[config.mk]
export PLATFORM = sky130hd
export DESIGN_NAME = conv_sequencer
export DESIGN_NICKNAME = d
export VERILOG_FILES = /design/src/rtl/conv_sequencer_pkg.sv /design/src/rtl/conv_sequencer_dwell_counter.sv /design/src/rtl/conv_sequencer.sv
export SDC_FILE = /design/constraint.sdc
export NUM_CORES = 1
export LEC_CHECK = 0
export CORE_ASPECT_RATIO = 0.75
export CORE_UTILIZATION = 51
export CTS_CLUSTER_SIZE = 20
export DETAILED_ROUTE_END_ITERATION = 12
export PLACE_DENSITY = 0.84
export SLEW_MARGIN = 20
export SYNTH_ARGS = -nofsm -noshare
export SYNTH_HDL_FRONTEND = slang
export SYNTH_SLANG_ARGS = --single-unit
export TNS_END_PERCENT = 30
[constraint.sdc]
create_clock -name clk -period 3.2 [get_ports clk]
set_input_delay 0.64 -clock clk [delete_from_list [all_inputs] [get_ports clk]]
set_output_delay 0.64 -clock clk [all_outputs]
set_load 0.02 [all_outputs]
[src/rtl/conv_sequencer_pkg.sv]
// Shared types and width helpers for the convolution sequencer.
package conv_pkg;

  typedef enum logic [2:0] {
    IDLE    = 3'd0,
    COMPUTE = 3'd1,
    DRAIN   = 3'd2,
    DISPLAY = 3'd3,
    DONE    = 3'd4
  } state_e;

  typedef enum logic {
    MODE_SERIAL   = 1'b0,
    MODE_PARALLEL = 1'b1
  } mode_e;

  // Ceiling log2; clog2(1) = 0.
  function automatic int clog2(input int n);
    int r;
    int v;
    r = 0;
    v = 1;
    while (v < n) begin
      v = v * 2;
      r = r + 1;
    end
    return r;
  endfunction

  // Bit width able to index n items, never narrower than one bit.
  function automatic int width_of(input int n);
    int w;
    w = clog2(n);
    return (w < 1) ? 1 : w;
  endfunction

endpackage

[src/rtl/conv_sequencer_dwell_counter.sv]
// Dwell timer for the display path: counts 0..DWELL_MAX while enabled.
module dwell_counter #(
  parameter int DWELL_MAX = 99999999,
  parameter int CNT_W     = 27
) (
  input  logic clk,
  input  logic rst,
  input  logic en,
  output logic tick
);

  localparam logic [CNT_W-1:0] TERM = CNT_W'(DWELL_MAX);

  logic [CNT_W-1:0] cnt_q;
  logic [CNT_W-1:0] cnt_d;

  assign tick = (cnt_q == TERM);

  // Next count: held at zero while disabled, wraps after the terminal count.
  always_comb begin
    cnt_d = cnt_q;
    if (!en) begin
      cnt_d = '0;
    end else if (cnt_q == TERM) begin
      cnt_d = '0;
    end else begin
      cnt_d = cnt_q + CNT_W'(1);
    end
  end

  // Count register.
  always_ff @(posedge clk or posedge rst) begin
    if (rst) begin
      cnt_q <= '0;
    end else begin
      cnt_q <= cnt_d;
    end
  end

endmodule

[src/rtl/conv_sequencer.sv]
// Control sequencer for the convolution datapath: walks the output map,
// issues tap addresses (serial or row-parallel), delays result writes to
// match the MAC pipeline, then steps the display through every pixel.
module conv_sequencer
  import conv_pkg::*;
#(
  parameter int IN_DIM    = 4,
  parameter int K_DIM     = 3,
  parameter int PIPE_LAT  = 2,
  parameter int DWELL_MAX = 99999999,
  parameter int CNT_W     = 27,
  localparam int OUT_DIM  = IN_DIM - K_DIM + 1,
  localparam int ADDR_W   = width_of(IN_DIM * IN_DIM),
  localparam int FADDR_W  = width_of(K_DIM * K_DIM),
  localparam int OADDR_W  = width_of(OUT_DIM * OUT_DIM)
) (
  input  logic                     clk,
  input  logic                     rst,
  input  logic                     start,
  input  logic                     mode,
  input  logic                     abort,
  output logic                     busy,
  output logic                     done,
  output logic                     issue_vld,
  output logic [K_DIM*ADDR_W-1:0]  addr_a,
  output logic [K_DIM*FADDR_W-1:0] addr_b,
  output logic [K_DIM-1:0]         lane_en,
  output logic                     acc_clr,
  output logic                     last_tap,
  output logic                     wr_en,
  output logic [OADDR_W-1:0]       wr_addr,
  output logic                     dis_en,
  output logic [OADDR_W-1:0]       dis_addr
);

  localparam int KW = width_of(K_DIM);
  localparam int OW = width_of(OUT_DIM);
  localparam int DW = width_of(PIPE_LAT);

  localparam logic [KW-1:0]      K_LAST = KW'(K_DIM - 1);
  localparam logic [OW-1:0]      O_LAST = OW'(OUT_DIM - 1);
  localparam logic [DW-1:0]      D_LAST = DW'(PIPE_LAT - 1);
  localparam logic [OADDR_W-1:0] P_LAST = OADDR_W'(OUT_DIM * OUT_DIM - 1);

  state_e              state_q, state_d;
  mode_e               mode_q, mode_d;
  logic [KW-1:0]       kx_q, kx_d, ky_q, ky_d;
  logic [OW-1:0]       ox_q, ox_d, oy_q, oy_d;
  logic [DW-1:0]       drain_q, drain_d;
  logic [OADDR_W-1:0]  pix_q, pix_d;

  logic                row_last_s;
  logic                pix_last_s;
  logic                tick_s;
  logic [OADDR_W-1:0]  pix_lin_s;

  logic                     busy_d, done_d, issue_d, acc_clr_d, last_d, dis_en_d;
  logic [K_DIM*ADDR_W-1:0]  addr_a_d;
  logic [K_DIM*FADDR_W-1:0] addr_b_d;
  logic [K_DIM-1:0]         lane_en_d;
  logic [OADDR_W-1:0]       dis_addr_d;

  logic                wr_vld_q [PIPE_LAT];
  logic [OADDR_W-1:0]  wr_adr_q [PIPE_LAT];

  // In parallel mode a whole kernel row goes out per cycle, so every cycle ends a row.
  assign row_last_s = (mode_q == MODE_PARALLEL) || (kx_q == K_LAST);
  assign pix_last_s = row_last_s && (ky_q == K_LAST);
  // Linear result address of the pixel currently being issued.
  assign pix_lin_s  = OADDR_W'(32'(oy_q) * 32'(OUT_DIM) + 32'(ox_q));

  dwell_counter #(
    .DWELL_MAX (DWELL_MAX),
    .CNT_W     (CNT_W)
  ) u_dwell (
    .clk  (clk),
    .rst  (rst),
    .en   (state_q == DISPLAY),
    .tick (tick_s)
  );

  // Next-state and counter sequencing; abort overrides every transition.
  always_comb begin
    state_d = state_q;
    mode_d  = mode_q;
    kx_d    = kx_q;
    ky_d    = ky_q;
    ox_d    = ox_q;
    oy_d    = oy_q;
    drain_d = drain_q;
    pix_d   = pix_q;
    case (state_q)
      IDLE: begin
        if (start) begin
          state_d = COMPUTE;
          mode_d  = mode_e'(mode);
          kx_d    = '0;
          ky_d    = '0;
          ox_d    = '0;
          oy_d    = '0;
          drain_d = '0;
          pix_d   = '0;
        end else begin
          state_d = IDLE;
        end
      end
      COMPUTE: begin
        if (pix_last_s) begin
          kx_d = '0;
          ky_d = '0;
          if (ox_q == O_LAST) begin
            ox_d = '0;
            if (oy_q == O_LAST) begin
              oy_d    = '0;
              state_d = DRAIN;
            end else begin
              oy_d = oy_q + OW'(1);
            end
          end else begin
            ox_d = ox_q + OW'(1);
          end
        end else if (row_last_s) begin
          kx_d = '0;
          ky_d = ky_q + KW'(1);
        end else begin
          kx_d = kx_q + KW'(1);
        end
      end
      DRAIN: begin
        if (drain_q == D_LAST) begin
          drain_d = '0;
          state_d = DISPLAY;
        end else begin
          drain_d = drain_q + DW'(1);
        end
      end
      DISPLAY: begin
        if (tick_s) begin
          if (pix_q == P_LAST) begin
            pix_d   = '0;
            state_d = DONE;
          end else begin
            pix_d = pix_q + OADDR_W'(1);
          end
        end else begin
          pix_d = pix_q;
        end
      end
      DONE: begin
        state_d = IDLE;
      end
      default: begin
        state_d = IDLE;
      end
    endcase
    if (abort) begin
      state_d = IDLE;
      kx_d    = '0;
      ky_d    = '0;
      ox_d    = '0;
      oy_d    = '0;
      drain_d = '0;
      pix_d   = '0;
    end else begin
      mode_d = mode_d;
    end
  end

  // Output values for the coming cycle, derived from next state and counters.
  always_comb begin
    logic [31:0] a_v;
    logic [31:0] b_v;
    a_v        = '0;
    b_v        = '0;
    addr_a_d   = '0;
    addr_b_d   = '0;
    lane_en_d  = '0;
    issue_d    = (state_d == COMPUTE);
    busy_d     = (state_d != IDLE);
    done_d     = (state_d == DONE);
    dis_en_d   = (state_d == DISPLAY);
    dis_addr_d = dis_en_d ? pix_d : '0;
    for (int j = 0; j < K_DIM; j++) begin
      if (issue_d && ((j == 0) || (mode_d == MODE_PARALLEL))) begin
        a_v = (32'(oy_d) + 32'(ky_d)) * 32'(IN_DIM) + 32'(ox_d) + 32'(kx_d) + 32'(j);
        b_v = 32'(K_DIM * K_DIM - 1) - (32'(ky_d) * 32'(K_DIM) + 32'(kx_d) + 32'(j));
        addr_a_d[j*ADDR_W +: ADDR_W]   = a_v[ADDR_W-1:0];
        addr_b_d[j*FADDR_W +: FADDR_W] = b_v[FADDR_W-1:0];
        lane_en_d[j]                   = 1'b1;
      end else begin
        lane_en_d[j] = 1'b0;
      end
    end
    acc_clr_d = issue_d && (ky_d == '0) && (kx_d == '0);
    last_d    = issue_d && (ky_d == K_LAST) &&
                ((mode_d == MODE_PARALLEL) || (kx_d == K_LAST));
  end

  // State, mode and walk counters.
  always_ff @(posedge clk or posedge rst) begin
    if (rst) begin
      state_q <= IDLE;
      mode_q  <= MODE_SERIAL;
      kx_q    <= '0;
      ky_q    <= '0;
      ox_q    <= '0;
      oy_q    <= '0;
      drain_q <= '0;
      pix_q   <= '0;
    end else begin
      state_q <= state_d;
      mode_q  <= mode_d;
      kx_q    <= kx_d;
      ky_q    <= ky_d;
      ox_q    <= ox_d;
      oy_q    <= oy_d;
      drain_q <= drain_d;
      pix_q   <= pix_d;
    end
  end

  // Registered control outputs.
  always_ff @(posedge clk or posedge rst) begin
    if (rst) begin
      busy      <= 1'b0;
      done      <= 1'b0;
      issue_vld <= 1'b0;
      addr_a    <= '0;
      addr_b    <= '0;
      lane_en   <= '0;
      acc_clr   <= 1'b0;
      last_tap  <= 1'b0;
      dis_en    <= 1'b0;
      dis_addr  <= '0;
    end else begin
      busy      <= busy_d;
      done      <= done_d;
      issue_vld <= issue_d;
      addr_a    <= addr_a_d;
      addr_b    <= addr_b_d;
      lane_en   <= lane_en_d;
      acc_clr   <= acc_clr_d;
      last_tap  <= last_d;
      dis_en    <= dis_en_d;
      dis_addr  <= dis_addr_d;
    end
  end

  // Result-write delay line matching the MAC latency; abort discards anything in flight.
  always_ff @(posedge clk or posedge rst) begin
    if (rst) begin
      for (int i = 0; i < PIPE_LAT; i++) begin
        wr_vld_q[i] <= 1'b0;
        wr_adr_q[i] <= '0;
      end
    end else if (abort) begin
      for (int i = 0; i < PIPE_LAT; i++) begin
        wr_vld_q[i] <= 1'b0;
        wr_adr_q[i] <= '0;
      end
    end else begin
      wr_vld_q[0] <= last_tap;
      wr_adr_q[0] <= last_tap ? pix_lin_s : '0;
      for (int i = 1; i < PIPE_LAT; i++) begin
        wr_vld_q[i] <= wr_vld_q[i-1];
        wr_adr_q[i] <= wr_adr_q[i-1];
      end
    end
  end

  assign wr_en   = wr_vld_q[PIPE_LAT-1];
  assign wr_addr = wr_adr_q[PIPE_LAT-1];

endmodule

---- After elaboration in Yosys (flattened, before gate mapping) ----
Index checks and enable logic that the tools add are counted.
storage, ports and cells
  flip-flop bits (word level) ............. 80
  bits of input ports ..................... 5
  output and inout port bits .............. 38
  logic and storage cells ................. 125
operators by class
  $add $sub $neg .......................... 19
  multiply operators ...................... 1
  equal/unequal tests ..................... 13
  muxes and demuxes ....................... 55
  reductions and logical operators ........ 14
operators by type and width
  operator                                              count
  2-to-1 mux 27 bit                                     2
  2-to-1 mux 2 bit                                      15
  2-to-1 mux 4 bit                                      7
  adder 27 x 1 -> 27 bit (second input constant)        1
  equality test 27 bit (second input constant)          1
  2-to-1 mux 3 bit                                      7
  2-to-1 mux 1 bit                                      17
  case mux 2 bit (2 select lines)                       3
  case mux 3 bit (4 select lines)                       1
  subtractor 4 bit (first input constant)               3
  equality test 2 bit (second input constant)           5
  equality test 3 x 2 -> 1 bit (second input constant)  3
  adder 4 x 1 -> 4 bit (second input constant)          2
  adder 4 x 2 -> 4 bit                                  2
  adder 4 x 2 -> 4 bit (second input constant)          2
  adder 2 x 1 -> 2 bit (second input constant)          3
  equality test 3 x 1 -> 1 bit (second input constant)  2
  logical AND 1 bit                                     6
  case mux 1 bit (2 select lines)                       3
  nonzero test 3 bit                                    2
  adder 4 x 1 -> 4 bit                                  1
  zero test 2 bit                                       2
  multiplier 2 x 2 -> 4 bit (second input constant)     1
  adder 1 bit (second input constant)                   3
  7 further kinds                                       8

---- Longest topological paths before layout ----
  depth after elaboration ................. 11
  mapped depth ............................ 14
  depth with buffers taken out ............ 14

---- Hierarchy ----
Synthesis repeated with hierarchy kept, for this count alone.
unflattened totals
  cell total of the unflattened synthesis .. 360
  area, all modules ....................... 3771.1 sq um
by module, submodules not included
  module          instances  cells each  area each (sq um)  sequential area each (sq um)
  conv_sequencer  1          206         2321.0             1301.2
  dwell_counter   1          154         1450.1             675.6

---- Least setup slack after synthesis ----
OpenSTA, ideal clock, no wires.
  path type ............................... input to register
  start ................................... input start
  end ..................................... register addr_b[3]
  library setup time ...................... 0.125 ns
  data arrival time ....................... 3.111 ns
  required time ........................... 3.075 ns
  setup slack ............................. -0.036 ns
  stages on the path ...................... 12
  path buffers ............................ 0
  path through ............................ nor2_1 > nor3_1 > o22a_1 > nor2_1 > inv_1 > fa_1 > inv_1 > ha_1 > fa_1 > nor3_1 > xnor2_1 > nor2_1
between the ends
  cells in the longest elaborated chain, start to end .. 7
  elaborated cells on any way between the ends .. 14
  classes of those cells .................. 2 x add/sub; 1 x mul; 1 x eq/ne; 10 x mux
ends and longest elaborated chain
  element                          RTL line               source
  start: declaration               conv_sequencer.sv:19   input logic start,
  2-to-1 mux 2 bit                 conv_sequencer.sv:94   if (start) begin
  case mux 2 bit (2 select lines)  conv_sequencer.sv:92   case (state_q)
  2-to-1 mux 2 bit                 conv_sequencer.sv:156  if (abort) begin
  net ky_d[1]                      conv_sequencer.sv:47   logic [KW-1:0] kx_q, kx_d, ky_q, ky_d;
  multiplier 2 x 2 -> 4 bit        conv_sequencer.sv:186  b_v = 32'(K_DIM * K_DIM - 1) - (32'(ky_d) * 32'(K_DIM) + 32'(kx_d) + 32'(j));
  adder 4 x 2 -> 4 bit             conv_sequencer.sv:186
  subtractor 4 bit                 conv_sequencer.sv:186
  2-to-1 mux 4 bit                 conv_sequencer.sv:184  if (issue_d && ((j == 0) || (mode_d == MODE_PARALLEL))) begin
  net addr_b_d[3]                  conv_sequencer.sv:59   logic [K_DIM*FADDR_W-1:0] addr_b_d;
  end signal: assignment           conv_sequencer.sv:240  addr_b <= addr_b_d;
  end: declaration                 conv_sequencer.sv:26   output logic [K_DIM*FADDR_W-1:0] addr_b,
The timed path passes the listed nets, and every way through them passes these cells.
A chain may end at the register's enable or synchronous reset.

---- Worst setup path in the final report ----
  start ................................... register ky_q[1]
  end ..................................... register addr_b[10]
between the ends
  cells in the longest elaborated chain, start to end .. 10
  elaborated cells on any way between the ends .. 21
  classes of those cells .................. 4 x add/sub; 1 x mul; 2 x eq/ne; 12 x mux; 2 x reduce/logical
ends and longest elaborated chain
  element                                                      RTL line                                     source
  start: declaration                                           conv_sequencer.sv:47
  start signal: assignment                                     conv_sequencer.sv:214                        ky_q <= ky_d;
  adder 2 x 1 -> 2 bit or equality test 2 bit (tied branches)  conv_sequencer.sv:124, conv_sequencer.sv:68
  2-to-1 mux 2 bit or logical AND 1 bit (tied branches)        conv_sequencer.sv:122, conv_sequencer.sv:68
  2-to-1 mux 2 bit                                             conv_sequencer.sv:108                        if (pix_last_s) begin
  case mux 2 bit (2 select lines) *                            conv_sequencer.sv:92
  2-to-1 mux 2 bit *                                           conv_sequencer.sv:156
  net ky_d[1]                                                  conv_sequencer.sv:47
  multiplier 2 x 2 -> 4 bit *                                  conv_sequencer.sv:186
  adder 4 x 2 -> 4 bit * (2 in a row)                          conv_sequencer.sv:186
  subtractor 4 bit *                                           conv_sequencer.sv:186
  2-to-1 mux 4 bit *                                           conv_sequencer.sv:184
  net addr_b_d[10]                                             conv_sequencer.sv:59
The timed path passes the listed nets; every way through them passes the cells marked *.

==> flow_metrics.env <==
export IMPL_cts_tree="done"
export IMPL_drc=0
export IMPL_cpMostUsedCell="nor2_2"
export IMPL_final_nets=439
export IMPL_r2r_start="ky_q[1]"
export IMPL_grt_pass1_vias=2743
export IMPL_status="finished, final reports clean"
export IMPL_hpwlAfterDp_um=5420
export IMPL_cp_num_buf_inv=3
export IMPL_rr_worst_depth=13
export IMPL_worst_setup_path_end_kind="flop"
export IMPL_critPathKind="flop to flop"
export IMPL_antenna_found_initial=0
export IMPL_yosysWarnings=0
export IMPL_h_tree_depth=3
export IMPL_cp_top_family="adder cells"
export IMPL_grt_start_max_net_pins=80
export IMPL_irDropWorstVdd_uv=298
export IMPL_dieHeight_um=76.7
export IMPL_gr_total_overflow=0
export IMPL_drt_iter0_drc=203
export IMPL_hold_buffers=0
export IMPL_synth_area_leaders="dfrtp_1 (52%), nor2_1 (5.2%), ha_1 (4.9%), xor2_1 (4.4%), xnor2_1 (3.2%)"
export IMPL_power_per_cell_area_nw_per_um2=451
export IMPL_grt_setup_unrepaired="yes"
export IMPL_slew_viol_final=0
export IMPL_relSlewSlack=0.548
export IMPL_leakagePower_nw=2.19
export IMPL_ys_seq_area_frac=0.521
export IMPL_syn_area_sq_um=3790
export IMPL_holdCritPathClass="flop to flop"
export IMPL_clock_latency_ps=350
export IMPL_drt_total_wl_um=8120
export IMPL_reg2reg_slack_ps=20
export IMPL_hold_end="wr_addr[0]"
export IMPL_clock_fmax_mhz=314
export IMPL_holdWs_ps=465
export IMPL_synth_fp_nets=368
export IMPL_synth_main_ff_cell="dfrtp_1"
export IMPL_min_period_ps=3180
export IMPL_placement_io_buffers=42
export IMPL_start_kind="flop"
export IMPL_hold_violations=0
export IMPL_core_sq_um=6990
export IMPL_path_cells="ha_1 -> nor2_2 -> mux2i_2 -> o22a_1 -> nor2_2 -> inv_2 -> fa_1 -> inv_1 -> ha_2 -> fa_2 -> buf_4 -> xor2_1 -> nor2_1"
export IMPL_cts_reportedPaths_clkPinSlew_ps=80
export IMPL_via_per_inst=5.29
export IMPL_critPathRequiredTime_ps=3410
export IMPL_yosysTopAreaCellShare=0.521
export IMPL_vias=2745
export IMPL_hold_path_cell_count=1
export IMPL_cp_max_fo=5
export IMPL_drt_pass1_iterations=4
export IMPL_ys_types=59
export IMPL_finClkSkew_ps=14.1
export IMPL_wl_per_cell_um=15.6
export IMPL_setup_violations=0
export IMPL_start_util=0.543
export IMPL_antenna_cells=0
export IMPL_cts_buffers=9
export IMPL_r2r_end="addr_b[10]"
export IMPL_synth_avg_cell_area_sq_um=11.0
export IMPL_io_pins=43
export IMPL_critPathMaxStageDelay_ps=610
export IMPL_power_mw=2.16
export IMPL_tightest_slew_ps=675
export IMPL_ys_ff_latch=79
export IMPL_grtUsageTotal=0.223
export IMPL_cts_sinks=79
export IMPL_slowest_stage="fa_2"
export IMPL_maxCapViolCount=0
export IMPL_drive_gt1_frac=0.221
export IMPL_die_width_um=102
export IMPL_cts_root_buffer="clkbuf_8"
export IMPL_dieArea_sq_um=7790
export IMPL_place_congestion=0.798
export IMPL_rows=26
export IMPL_critical_path_arrival_ps=3390
export IMPL_area_delta_synth_final_pct=26.4
export IMPL_grt_pass1_wl_um=13300
export IMPL_clockBufferDepth=2
export IMPL_synthCells=346
export IMPL_synth_edf_count=0
export IMPL_min_from="wr_adr_q[2]"
export IMPL_synthTopCellsByCount="dfrtp_1 (79), nor2_1 (53), nand2_1 (21)"
export IMPL_period_share=0.994
export IMPL_antenna_left=0
export IMPL_ys_async_sr_fraction=1.00
export IMPL_yosys_area_top_type="dfrtp_1"
export IMPL_yosysMostFrequentCell="dfrtp_1"
==> through the flow <==
stage	instance area (sq um)	TNS, ps	util	setup slack, ps	instances
6_report	4800	0	0.686	20.1	519
5_1_grt	4800	-124	0.686	-65.0	519
3_3_place_gp	4480	-3590	0.640	-484	501
2_1_floorplan	3800	0	-	82.6	346
3_5_place_dp	4480	-4130	0.640	-498	501
4_1_cts	4720	0	0.675	19.3	516
==> cell families (layout without fill, tap and decap cells) <==
family	Yosys count	after routing	share of synthesized area
and+or+nand+nor	151	151	0.214
DFF	79	79	0.521
xor gates and xnor gates	35	35	0.0880
buffers and inverters	33	108	0.0419
AOI/OAI and AO/OA	28	28	0.0669
adders and majority gates	17	17	0.0600
muxes	3	3	0.00857
==> power by group <==
group	leakage [nW]	total (mW)	switching, mW	internal (mW)
Sequential	1.09	1.04	0.0136	1.02
Clock	0.113	0.878	0.361	0.517
Combinational	0.994	0.250	0.140	0.109
==> cell usage in the layout (no fill, tap or decap), drive strengths merged, types with 3 or more instances in the layout <==
| cell | instances |
|---|---|
| ha | 15 |
| dfrtp | 79 |
| buf | 30 |
| xnor2 | 14 |
| clkdlybuf4s50 | 41 |
| o31ai | 3 |
| and3 | 6 |
| nand3 | 13 |
| clkbuf | 10 |
| nor3b | 3 |
| nor3 | 9 |
| a21oi | 9 |
| and2 | 5 |
| inv | 22 |
| bufinv | 3 |
| nand2 | 23 |
| nor2b | 6 |
| nor2 | 64 |
| nand4 | 8 |
| o21ai | 3 |
| xor2 | 19 |
==> worst max-delay path by stage <==
stage | start | end | slack (ps) | cells past startpoint
4_1_cts | kx_q[0] | addr_b[10] | 20 | 14
3_5_place_dp | start | addr_b[11] | -500 | 13
3_3_place_gp | start | addr_b[10] | -480 | 13
5_1_grt | ky_q[1] | addr_b[10] | -60 | 13
6_report | ky_q[1] | addr_b[10] | 20 | 13
2_1_floorplan | start | addr_b[3] | 80 | 12
==> sequential cells by signal (all words and copies together) (netlist names), 3 cells and up <==
| register | count |
|---|---|
| addr_a | 12 |
| state_q | 3 |
| addr_b | 12 |
| u_dwell.cnt_q | 27 |
==> timing repair <==
item,4_1_cts,5_1_grt
setup endpoints to repair,6,6
buffers inserted,0,3
resized for setup,5,16
pin swaps,1,7
gates cloned,0,0
hold endpoints to repair,0,0
==> layout make-up <==
| cell class | count | area [sq um] |
|---|---|---|
| fillers | 505 | 2200 |
| flip-flops and latches | 79 | 1980 |
| multi-input cells | 234 | 1720 |
| repair buffers | 72 | 664 |
| clock buffers | 10 | 128 |
| well taps | 98 | 123 |
| clock inverters | 5 | 106 |
| inverters | 21 | 78.8 |
==> metal layers <==
layer  track usage  vias to the layer above  routed length, um
met2         0.341                       74               3930
met3        0.0529                        8                375
met5             0                        -                  0
met1         0.313                     1374               3750
met4        0.0768                        0                 64
li1              -                     1289                  -
Power figures use the tool's default switching activity.
